`config.mk`:
```
export PLATFORM = sky130hd
export DESIGN_NAME = pc_fetch_stage
export DESIGN_NICKNAME = d
export VERILOG_FILES = /design/src/rtl/pc_fetch_stage.sv
export SDC_FILE = /design/constraint.sdc
export NUM_CORES = 1
export LEC_CHECK = 0
export CAP_MARGIN = 20
export CORE_ASPECT_RATIO = 1.75
export CORE_MARGIN = 1
export CORE_UTILIZATION = 49
export DETAILED_ROUTE_END_ITERATION = 10
export GPL_TIMING_DRIVEN = 1
export PLACE_DENSITY = 0.89
export SYNTH_ARGS = -nofsm -noshare
export SYNTH_HDL_FRONTEND = slang
export SYNTH_SLANG_ARGS = --single-unit
```
`constraint.sdc`:
```
create_clock -name clk -period 2.2 [get_ports clk]
set_input_delay 0.66 -clock clk [delete_from_list [all_inputs] [get_ports clk]]
set_output_delay 0.66 -clock clk [all_outputs]
set_load 0.01 [all_outputs]
```
`src/rtl/pc_fetch_stage.sv`:
```
// Instruction-fetch stage: owns the PC, reads a 1-cycle synchronous instruction
// memory, parks returned words across decode stalls, and feeds the IF/ID register.
module pc_fetch_stage #(
    parameter int unsigned ADDR_W   = 16,
    parameter int unsigned INSTR_W  = 32,
    parameter int unsigned PC_STEP  = 4,
    parameter int unsigned RESET_PC = 0
) (
    input  logic               clk,
    input  logic               rst,
    input  logic               stall,
    input  logic               pcsrc,
    input  logic [ADDR_W-1:0]  target,
    output logic               imem_en,
    output logic [ADDR_W-1:0]  imem_addr,
    input  logic [INSTR_W-1:0] imem_rdata,
    output logic               ifid_valid,
    output logic [ADDR_W-1:0]  ifid_pc,
    output logic [ADDR_W-1:0]  ifid_pc_plus,
    output logic [INSTR_W-1:0] ifid_instr
);

    localparam logic [ADDR_W-1:0] STEP       = ADDR_W'(PC_STEP);
    localparam logic [ADDR_W-1:0] ALIGN_MASK = ~(STEP - ADDR_W'(1));
    localparam logic [ADDR_W-1:0] PC_INIT    = ADDR_W'(RESET_PC);

    logic [ADDR_W-1:0]  pc;
    logic               inflight_valid;
    logic [ADDR_W-1:0]  inflight_pc;
    logic               hold_valid;
    logic [ADDR_W-1:0]  hold_pc;
    logic [INSTR_W-1:0] hold_instr;

    always_comb begin
        imem_en      = !rst && !pcsrc && !stall;
        imem_addr    = pc;
        ifid_pc_plus = ifid_pc + STEP;
    end

    always_ff @(posedge clk) begin
        if (rst) begin
            pc             <= PC_INIT;
            inflight_valid <= 1'b0;
            inflight_pc    <= '0;
            hold_valid     <= 1'b0;
            hold_pc        <= '0;
            hold_instr     <= '0;
            ifid_valid     <= 1'b0;
            ifid_pc        <= '0;
            ifid_instr     <= '0;
        end else if (pcsrc) begin
            // Redirect flushes everything in flight; IF/ID payload is left as-is.
            pc             <= target & ALIGN_MASK;
            inflight_valid <= 1'b0;
            hold_valid     <= 1'b0;
            ifid_valid     <= 1'b0;
        end else if (stall) begin
            inflight_valid <= 1'b0;
            if (inflight_valid && !hold_valid) begin
                hold_valid <= 1'b1;
                hold_pc    <= inflight_pc;
                hold_instr <= imem_rdata;
            end
        end else begin
            pc             <= pc + STEP;
            inflight_valid <= 1'b1;
            inflight_pc    <= pc;
            // A parked word is older than anything in flight, so it drains first.
            if (hold_valid) begin
                ifid_valid <= 1'b1;
                ifid_pc    <= hold_pc;
                ifid_instr <= hold_instr;
                hold_valid <= 1'b0;
            end else begin
                ifid_valid <= inflight_valid;
                ifid_pc    <= inflight_pc;
                ifid_instr <= imem_rdata;
            end
        end
    end

endmodule
```
==> impl_metrics.json <==
{
  "status": "finished with violations",
  "violations": "negative setup slack",
  "synth_top_area_share_pct": 47.4,
  "hp-class": "reg2reg",
  "die_h_um": 138,
  "power_density_nw_per_um2": 766,
  "netlist_instances": 608,
  "busiest_layer": "met2",
  "slew_violations": 0,
  "cts-root-buf": "clkbuf_16",
  "fin_cells": 879,
  "synth-xor-area-share_pct": 3.71,
  "ys_types": 40,
  "cts.sinks": 123,
  "grt_max_degree": 69,
  "remaining_drc_errors": 0,
  "critPathKind": "reg2out",
  "critPathMaxStageDelay_ns": 0.33,
  "synth_flop_cell": "dfxtp_1",
  "yosys.area_share.adder_pct": 0.482,
  "drive_gt1_share_pct": 13.6,
  "diodes": 0,
  "start_kind": "flip-flop",
  "whs_endpoint": "hold_instr[24]$_SDFFE_PP0P_",
  "grt_pass1_vias": 4772,
  "rsz0062_at_grt": "true",
  "syn_area_um2": 5190,
  "ys_seq_elements": 123,
  "relSlewSlack_pct": 54.1,
  "clk_latency_ns": 0.42,
  "hold_viol_final": 0,
  "clockBufferDepth": 2,
  "seq_power_share_pct": 42.6,
  "gp_congestion": 0.825,
  "critical-path-slowest-cell": "dfxtp_2",
  "fmax_mhz": 432,
  "total_leakage_power_uw": 0.00260,
  "hold_start": "hold_instr[24]$_SDFFE_PP0P_",
  "crit_arrival_ns": 1.66,
  "antenna_left": 0,
  "synth_edf_count": 0,
  "fp.dieArea_um2": 11000,
  "fin_ws_ns": -0.117,
  "portBuffers": 125,
  "drt-pass1-iter-count": 5,
  "drt_iter0_markers": 379,
  "path_max_fanout": 3,
  "cts_buffers": 17,
  "dr_total_vias": 4901,
  "io_pins": 134,
  "drt-total-wl_mm": 14.3,
  "setup_viol_count_final": 6,
  "cp_data_required_time_ns": 1.54,
  "internal_power_uw": 4310,
  "synth_area_per_cell_um2": 8.54,
  "dp_cells": 848,
  "finalNetCount": 798,
  "max_cap_viol_count": 0,
  "reg2reg_depth": 5,
  "rrSetupSlack_ns": 0.49,
  "synth_compound_area_share_pct": 14.9,
  "hold_buffers": 0,
  "r2r_end": "imem_addr[12]$_SDFFE_PP0P_",
  "synthTopCellsByArea": "dfxtp_1 (47%), nand2_1 (9.5%), mux2i_1 (9.1%), a211oi_1 (7.5%), a21oi_1 (6.2%)",
  "area_growth_pct": 41.0,
  "post-place-ws_ns": -0.568,
  "hpwl_mm": 9.17,
  "synth-simple-area-share_pct": 19.2,
  "cts_tree": "yes",
  "grt_antenna_before_repair": 0,
  "start_util_pct": 50.4,
  "ys_seq_area_share_pct": 47.4,
  "grt_use_met1_pct": 26.5,
  "p_switching_uw": 1310,
  "via_per_inst": 5.58,
  "path_cells": "and3_4 > buf_6 > nand4_1 > nor2_1 > xor2_1 > buf_2",
  "fin_crit_ns": 2.32,
  "use_met3_pct": 7.39,
  "yosys.area.top_type": "dfxtp_1",
  "grt_pass1_wl_mm": 22.3,
  "clock_skew_ns": 0.00768,
  "yosysWarnings": 0,
  "tns_ns": -0.559,
  "track_usage_pct": 26.3,
  "ir_worst_vdd_mv": 0.702,
  "fp-row-count": 49,
  "path_clk_slew_ns": 0.05,
  "hold_path_depth": 2,
  "power_frac_comb_pct": 11.8,
  "synth_top_family_by_area": "simple AND/OR/NAND/NOR gates",
  "synthMuxAreaShare_pct": 9.06,
  "use_met2_pct": 46.5,
  "wire_per_inst_um": 16.3,
  "core-area_um2": 10300,
  "worst_slew_pin_slew_ns": 0.689,
  "fillers": 707,
  "synthArstFlopShare_pct": 0,
  "die_x_um": 79.8,
  "clockPowerShare_pct": 45.6,
  "r2r-start": "imem_addr[2]$_SDFFE_PP0P_",
  "finish.utilization_pct": 71.1,
  "grt_overflow": 0,
  "critPathCaptureType": "output port",
  "switching_share_pct": 23.3,
  "cts.htree.levels": 4,
  "final.period_utilization_pct": 105
}
-- what timing repair did --
item,CTS,global route
buffers inserted,2,2
cloned,0,0
gates resized for setup,72,9
pin swaps,14,10
endpoints found under the hold margin,0,0
endpoints found under the setup margin,14,10
-- cell usage in the layout (no fill, tap or decap), types with 3 or more instances in the layout --
| cell type | n |
|---|---|
| clkdlybuf4s50_1 | 108 |
| xnor2_1 | 10 |
| xor2_1 | 10 |
| buf_4 | 31 |
| dlygate4sd2_1 | 4 |
| buf_2 | 11 |
| inv_1 | 3 |
| dfxtp_2 | 7 |
| a21oi_1 | 64 |
| dfxtp_1 | 116 |
| or3_1 | 3 |
| nand4_1 | 7 |
| clkbuf_8 | 4 |
| conb_1 | 6 |
| buf_12 | 5 |
| nor2_4 | 3 |
| buf_6 | 5 |
| nand2_1 | 132 |
| mux2i_1 | 47 |
| nor2_1 | 61 |
| a211oi_1 | 52 |
| nand4b_1 | 3 |
| clkbuf_1 | 4 |
| clkbuf_16 | 17 |
-- sequential cells by signal (all words and copies together), names as in the netlist --
register / cells
hold_instr: 32
hold_pc: 14
hold_valid: 1
ifid_instr: 32
ifid_pc: 14
ifid_valid: 1
imem_addr: 14
inflight_pc: 14
inflight_valid: 1
-- stage by stage --
stage                     hold WS, ns  total power, µW  instance area [µm²]
after floorplan                 0.436             2720                 5210
after global placement          0.441             3060                 6720
after detailed placement        0.448             3090                 6720
after CTS                       0.456             5610                 7270
after global routing            0.474             5790                 7320
final                           0.452             5610                 7320
-- cell families after synthesis --
group           after synthesis
compound gates              124
xor+xnor                     22
fa+ha+maj                     2
buf+inv                      56
flops                       123
mux                          47
other cells                   1
simple gates                233
-- area by class of cell --
type                    count  area, µm²  area share (%)
clock inverters             2       37.5           0.513
multi-input cells         434       2580            35.3
inverters                   4       15.0           0.205
flip-flops and latches    123       2470            33.7
clock buffers              25        495            6.77
repair buffers            164       1560            21.3
well taps                 127        159            2.17
-- critical path: cells and delay by family (launching register included) --
kind                      cells  cell delay, ns
xor gates and xnor gates      1            0.17
DFF                           1            0.33
and+or+nand+nor               3            0.50
buffers and inverters         2            0.25
-- worst max-delay path by stage --
stage | startpoint | end | slack [ns] | depth (start not counted)
floorplan | rst | imem_en | 0.01 | 4
global placement | stall | imem_en | -0.55 | 4
detailed placement | stall | imem_en | -0.57 | 4
CTS | ifid_pc[6]$_SDFFE_PP0P_ | ifid_pc_plus[12] | -0.14 | 6
global route | ifid_pc[9]$_SDFFE_PP0P_ | ifid_pc_plus[15] | -0.22 | 5
finish | ifid_pc[5]$_SDFFE_PP0P_ | ifid_pc_plus[12] | -0.12 | 6
-- metal layers --
metal  routed length, µm  vias up
li1                    -     2340
met1                5190     2279
met2                7740      228
met3                 782       54
met4                 614        0
met5                   0        -
-- power by group through the flow --
| stage | logic [µW] | clock network [µW] | registers, µW |
|---|---|---|---|
| floorplan | 260 | 0 | 2460 |
| global placement | 633 | 0 | 2430 |
| detailed placement | 655 | 0 | 2430 |
| CTS | 654 | 2570 | 2390 |
| global route | 709 | 2680 | 2400 |
| finish | 663 | 2560 | 2390 |
-- synth_stat cells (all sizes together), types with 2 or more instances --
master	n
nand2	132
dfxtp	123
nor2	66
a21oi	64
a211oi	52
mux2i	47
buf	26
clkbuf	26
xnor2	12
xor2	10
nand4	8
inv	4
nand3	4
and2	3
and4	3
nand4b	3
or3	3
a22o	2
and3	2
and3b	2
ha	2
nor2b	2
nor3	2
Note: power is estimated with default switching activity, not from simulation.
